**src/rtl/bcd_7seg_if.sv**
```systemverilog
// Capture/display bus for one bcd_7seg digit: code and enable in, segment drives and error flag out.
interface bcd_7seg_if;
    logic       en;
    logic [3:0] bcd_in;
    logic [6:0] seg_out;
    logic       invalid;

    modport master (
        output en,
        output bcd_in,
        input  seg_out,
        input  invalid
    );

    modport slave (
        input  en,
        input  bcd_in,
        output seg_out,
        output invalid
    );
endinterface

```
**src/rtl/bcd_7seg.sv**
```systemverilog
// Registered BCD to common-anode seven-segment decoder, active-low segments {g,f,e,d,c,b,a}.
// Define BCD_HEX_EN to show hex glyphs A-F for codes 10-15 instead of blanking the digit.
module bcd_7seg (
    input  logic         clk,
    input  logic         rst_n,
    bcd_7seg_if.slave    bus
);

    logic [6:0] r_seg_p1;
    logic       r_invalid_p1;
    logic [6:0] w_seg_p0;
    logic       w_invalid_p0;

    function automatic logic [6:0] f_decode(input logic [3:0] code);
        logic [6:0] seg;
        case (code)
            4'd0:    seg = 7'h40;
            4'd1:    seg = 7'h79;
            4'd2:    seg = 7'h24;
            4'd3:    seg = 7'h30;
            4'd4:    seg = 7'h19;
            4'd5:    seg = 7'h12;
            4'd6:    seg = 7'h02;
            4'd7:    seg = 7'h78;
            4'd8:    seg = 7'h00;
            4'd9:    seg = 7'h10;
`ifdef BCD_HEX_EN
            4'd10:   seg = 7'h08;
            4'd11:   seg = 7'h03;
            4'd12:   seg = 7'h46;
            4'd13:   seg = 7'h21;
            4'd14:   seg = 7'h06;
            default: seg = 7'h0E;
`else
            default: seg = 7'h7F;
`endif
        endcase
        return seg;
    endfunction

    function automatic logic f_is_invalid(input logic [3:0] code);
        return (code > 4'd9);
    endfunction

    assign w_seg_p0     = f_decode(bus.bcd_in);
    assign w_invalid_p0 = f_is_invalid(bus.bcd_in);

    // p0 -> p1: capture decoded code; both outputs share one register stage so they never skew
    always_ff @(posedge clk or negedge rst_n) begin
        if (!rst_n) begin
            r_seg_p1     <= 7'h7F;
            r_invalid_p1 <= 1'b0;
        end else if (bus.en) begin
            r_seg_p1     <= w_seg_p0;
            r_invalid_p1 <= w_invalid_p0;
        end
    end

    assign bus.seg_out = r_seg_p1;
    assign bus.invalid = r_invalid_p1;

endmodule

```
**src/flat_wrapper.sv**
```systemverilog
// flat-port wrapper written by rule: the top's interface ports become plain ports
module bcd_7seg_flat 
  (clk, rst_n, bus_en, bus_bcd_in, bus_seg_out, bus_invalid);
  bcd_7seg_if bus_i ();
  input  logic clk;
  input  logic rst_n;
  input wire logic [$bits(bus_i.en)-1:0] bus_en;
  input wire logic [$bits(bus_i.bcd_in)-1:0] bus_bcd_in;
  output wire logic [$bits(bus_i.seg_out)-1:0] bus_seg_out;
  output wire logic [$bits(bus_i.invalid)-1:0] bus_invalid;
  assign bus_i.en = bus_en;
  assign bus_i.bcd_in = bus_bcd_in;
  assign bus_seg_out = bus_i.seg_out;
  assign bus_invalid = bus_i.invalid;
  bcd_7seg u_core (.clk(clk), .rst_n(rst_n), .bus(bus_i));
endmodule
```
**config.mk**
```make
export PLATFORM = sky130hd
export DESIGN_NAME = bcd_7seg_flat
export DESIGN_NICKNAME = d
export VERILOG_FILES = /design/src/rtl/bcd_7seg_if.sv /design/src/rtl/bcd_7seg.sv /design/src/flat_wrapper.sv
export SDC_FILE = /design/constraint.sdc
export NUM_CORES = 1
export LEC_CHECK = 0
export BUFFER_PORTS_ARGS = -buffer_cell sky130_fd_sc_hd__clkbuf_2
export CORE_AREA = 3 3 40 42
export CTS_CLUSTER_SIZE = 25
export DETAILED_ROUTE_END_ITERATION = 8
export DIE_AREA = 0 0 43 45
export GPL_TIMING_DRIVEN = 0
export PLACE_DENSITY = 0.69
export SLEW_MARGIN = 20
export SYNTH_ARGS = -nofsm -noshare
export SYNTH_HDL_FRONTEND = slang
export SYNTH_SLANG_ARGS = --single-unit
```
**constraint.sdc**
```tcl
create_clock -name clk -period 1.2 [get_ports clk]
set_clock_uncertainty 0.2 [all_clocks]
set_input_delay 0.12 -clock clk [delete_from_list [all_inputs] [get_ports clk]]
set_output_delay 0.12 -clock clk [all_outputs]
set_load 0.1 [all_outputs]
```
==> flow_summary.yaml <==
synth:
  synth-seq-cells: 8
  ys_types: 23
  synth_edf_count: 0
  netlist_area_um2: 531.8
  postSynthAreaPerCell_um2: 9.668
  synth_top_cell_by_area: "dfstp_2"
  synth_warnings: 0
  syn-num-nets: 67
  synthFlopType: "dfstp_2"
  yosysSeqAreaShare_pct: 39.29
  synth.area.top_cells: "dfstp_2 (35%), ha_1 (12%), o22ai_1 (5.9%), nand2b_4 (5.2%), inv_1 (4.9%)"
  ys_top_cells_by_count: "dfstp_2 (7), inv_1 (7), ha_1 (5), o22ai_1 (5), o21ai_0 (4)"
  synth_top_area_share_pct: 34.59
  syn_inst: 55
  ys_async_sr_fraction_pct: 100.0
finish:
  final_net_count: 91
  final_core_util_pct: 68.84
  final_cell_area_um2: 884.6
  antennaDiodeCount: 0
  drive_above_1_share_pct: 52.56
  instances_no_fill: 93
  synthToLayoutAreaGrowth_pct: 66.35
die:
  fp-row-count: 13
  ios: 15
  coreArea_um2: 1285
  die-area_um2: 1935
  initial_utilization_pct: 41.38
  fp.dieH_um: 45
  die_w_um: 43
worst_setup_path:
  slowest_delay_ps: 630
  cp_cell_sequence: "clkbuf_16"
  crit_path_end_kind: "primary output"
  crit_buf_inv: 1
  start_kind: "flop"
  cp_top_family: "flip-flops"
  r2r_slack_ps: 30
  crit_arrival_ps: 1100
  worstPathMaxFanout: 2
  slowest_stage: "dfstp_4"
  crit_required_ps: 880
  critPathKind: "flop to primary output"
cts:
  clock_sinks: 8
  clkTransAtPathRegs_ps: 60
  cts_tree: "built"
  cts_buffers: 3
  root_buffer: "clkbuf_4"
  htreeDepth: 1
  insertion_delay_ps: 270
  clockBufferDepth: 2
place:
  gp_congestion: 0.8490
  dp_hpwl_um: 774.7
  place_inst: 83
  dpl-instance-area_um2: 643.1
  io_buffer_count: 13
run_status:
  outcome: "complete, but fails checks"
  violations: "negative setup slack"
timing:
  fmax_mhz: 705.5
  relSlewSlack_pct: 81.73
  fin_crit_ps: 1417
  period_share_pct: 118.1
  worstMarginPinSlew_ps: 271.2
  tns_ps: -1456
  setup_violations: 7
  fin_ws_ps: -217.5
  finalHoldViolCount: 0
  final_max_slew_viol_count: 0
  rsz0062_at_grt: "yes"
global_routing:
  grtUsageTotal_pct: 17.02
  grt_pass1_vias: 486
  antenna_found_initial: 0
  grt_pass1_wl_um: 2394
  grt_overflow: 0
  grt_max_degree: 11
detailed_routing:
  num_vias: 507
  totalWireLength_um: 1426
  first_iter_violations: 7
  dr.pass1.iters: 4
  ant_nets: 0
  routedWlPerCell_um: 15.33
  post-route-drc-count: 0
  via_per_inst: 5.452
pwr:
  vdd_ir_drop_max_mv: 0.7949
  p_leak_nw: 0.4003
  p_total_w: 0.001152
  powerDensity_nw_per_um2: 1303
job:
  cap_violations: 0
hold_path:
  hold_class: "input port to flop"
## metal layers
| layer | GRT usage, % | part of all wire (%) | up-vias |
|---|---|---|---|
| li1 | - | - | 236 |
| met1 | 22.36 | 44 | 251 |
| met2 | 26.95 | 49 | 17 |
| met3 | 3.984 | 4.8 | 3 |
| met4 | 7.229 | 1.5 | 0 |
| met5 | 0 | 0 | - |
## layout make-up
type | instances | area [µm²]
fill | 82 | 400.4
multi-input combinational | 37 | 285.3
timing repair buffer | 19 | 267.8
sequential | 8 | 236.5
clock buffer | 4 | 26.28
inverter | 7 | 26.28
buffer | 3 | 23.77
tap | 15 | 18.77
## what timing repair did
action / in CTS / in global routing
pin swaps: 0 / 1
endpoints found under the setup margin: 8 / 11
gates resized for setup: 23 / 4
endpoints found under the hold margin: 10 / 0
setup buffers: 3 / 0
hold buffers: 3 / 0
## path summary, 6_finish.rpt
check / endpoint / depth (start not counted) / start
max: bus_seg_out[2] / 1 / u_core.bus.seg_out[2]$_DFFE_PN1P_
min: u_core.bus.seg_out[4]$_DFFE_PN1P_ / 3 / bus_bcd_in[0]
max reg2reg: u_core.bus.seg_out[5]$_DFFE_PN1P_ / 3 / u_core.bus.seg_out[5]$_DFFE_PN1P_
min reg2reg: u_core.bus.invalid$_DFFE_PN0P_ / 2 / u_core.bus.invalid$_DFFE_PN0P_
max in group asynchronous: u_core.bus.seg_out[3]$_DFFE_PN1P_ / 2 / rst_n
min in group asynchronous: u_core.bus.invalid$_DFFE_PN0P_ / 2 / rst_n
## power breakdown
| group | internal (W) | switching, W | total (W) |
|---|---|---|---|
| Sequential | 0.000339 | 0.0000321 | 0.000372 |
| Combinational | 0.000212 | 0.000333 | 0.000545 |
| Clock | 0.000128 | 0.000108 | 0.000236 |
| Total | 0.000680 | 0.000473 | 0.00115 |
## state kept, by name (all words and copies together), names as in the netlist
name	flops
u_core.bus.invalid	1
u_core.bus.seg_out	7
## cell families after synthesis
group	share of synthesized area, %
AOI/OAI and AO/OA	21.65
and+or+nand+nor	16.24
xor gates and xnor gates	1.647
DFF	39.29
adders and majority gates	11.76
buffers and inverters	9.412
## placed cells by master, fill, tap and decap left out, types with 4 or more instances in the layout
cell,netlist,routed
clkbuf_16,0,7
clkbuf_2,0,4
inv_1,7,4
ha_1,5,5
o21ai_0,4,4
dfstp_4,0,7
buf_4,1,4
## per-stage QoR
| step | worst slack, ps | hold WS, ps |
|---|---|---|
| floorplan | -109.4 | -375.6 |
| global placement | -163.6 | -225.8 |
| detailed placement | -163.5 | -220.4 |
| CTS | -204.7 | 19.89 |
| global route | -250.7 | 51.44 |
| finish | -217.5 | 9.319 |
Note: power is estimated with default switching activity, not from simulation.
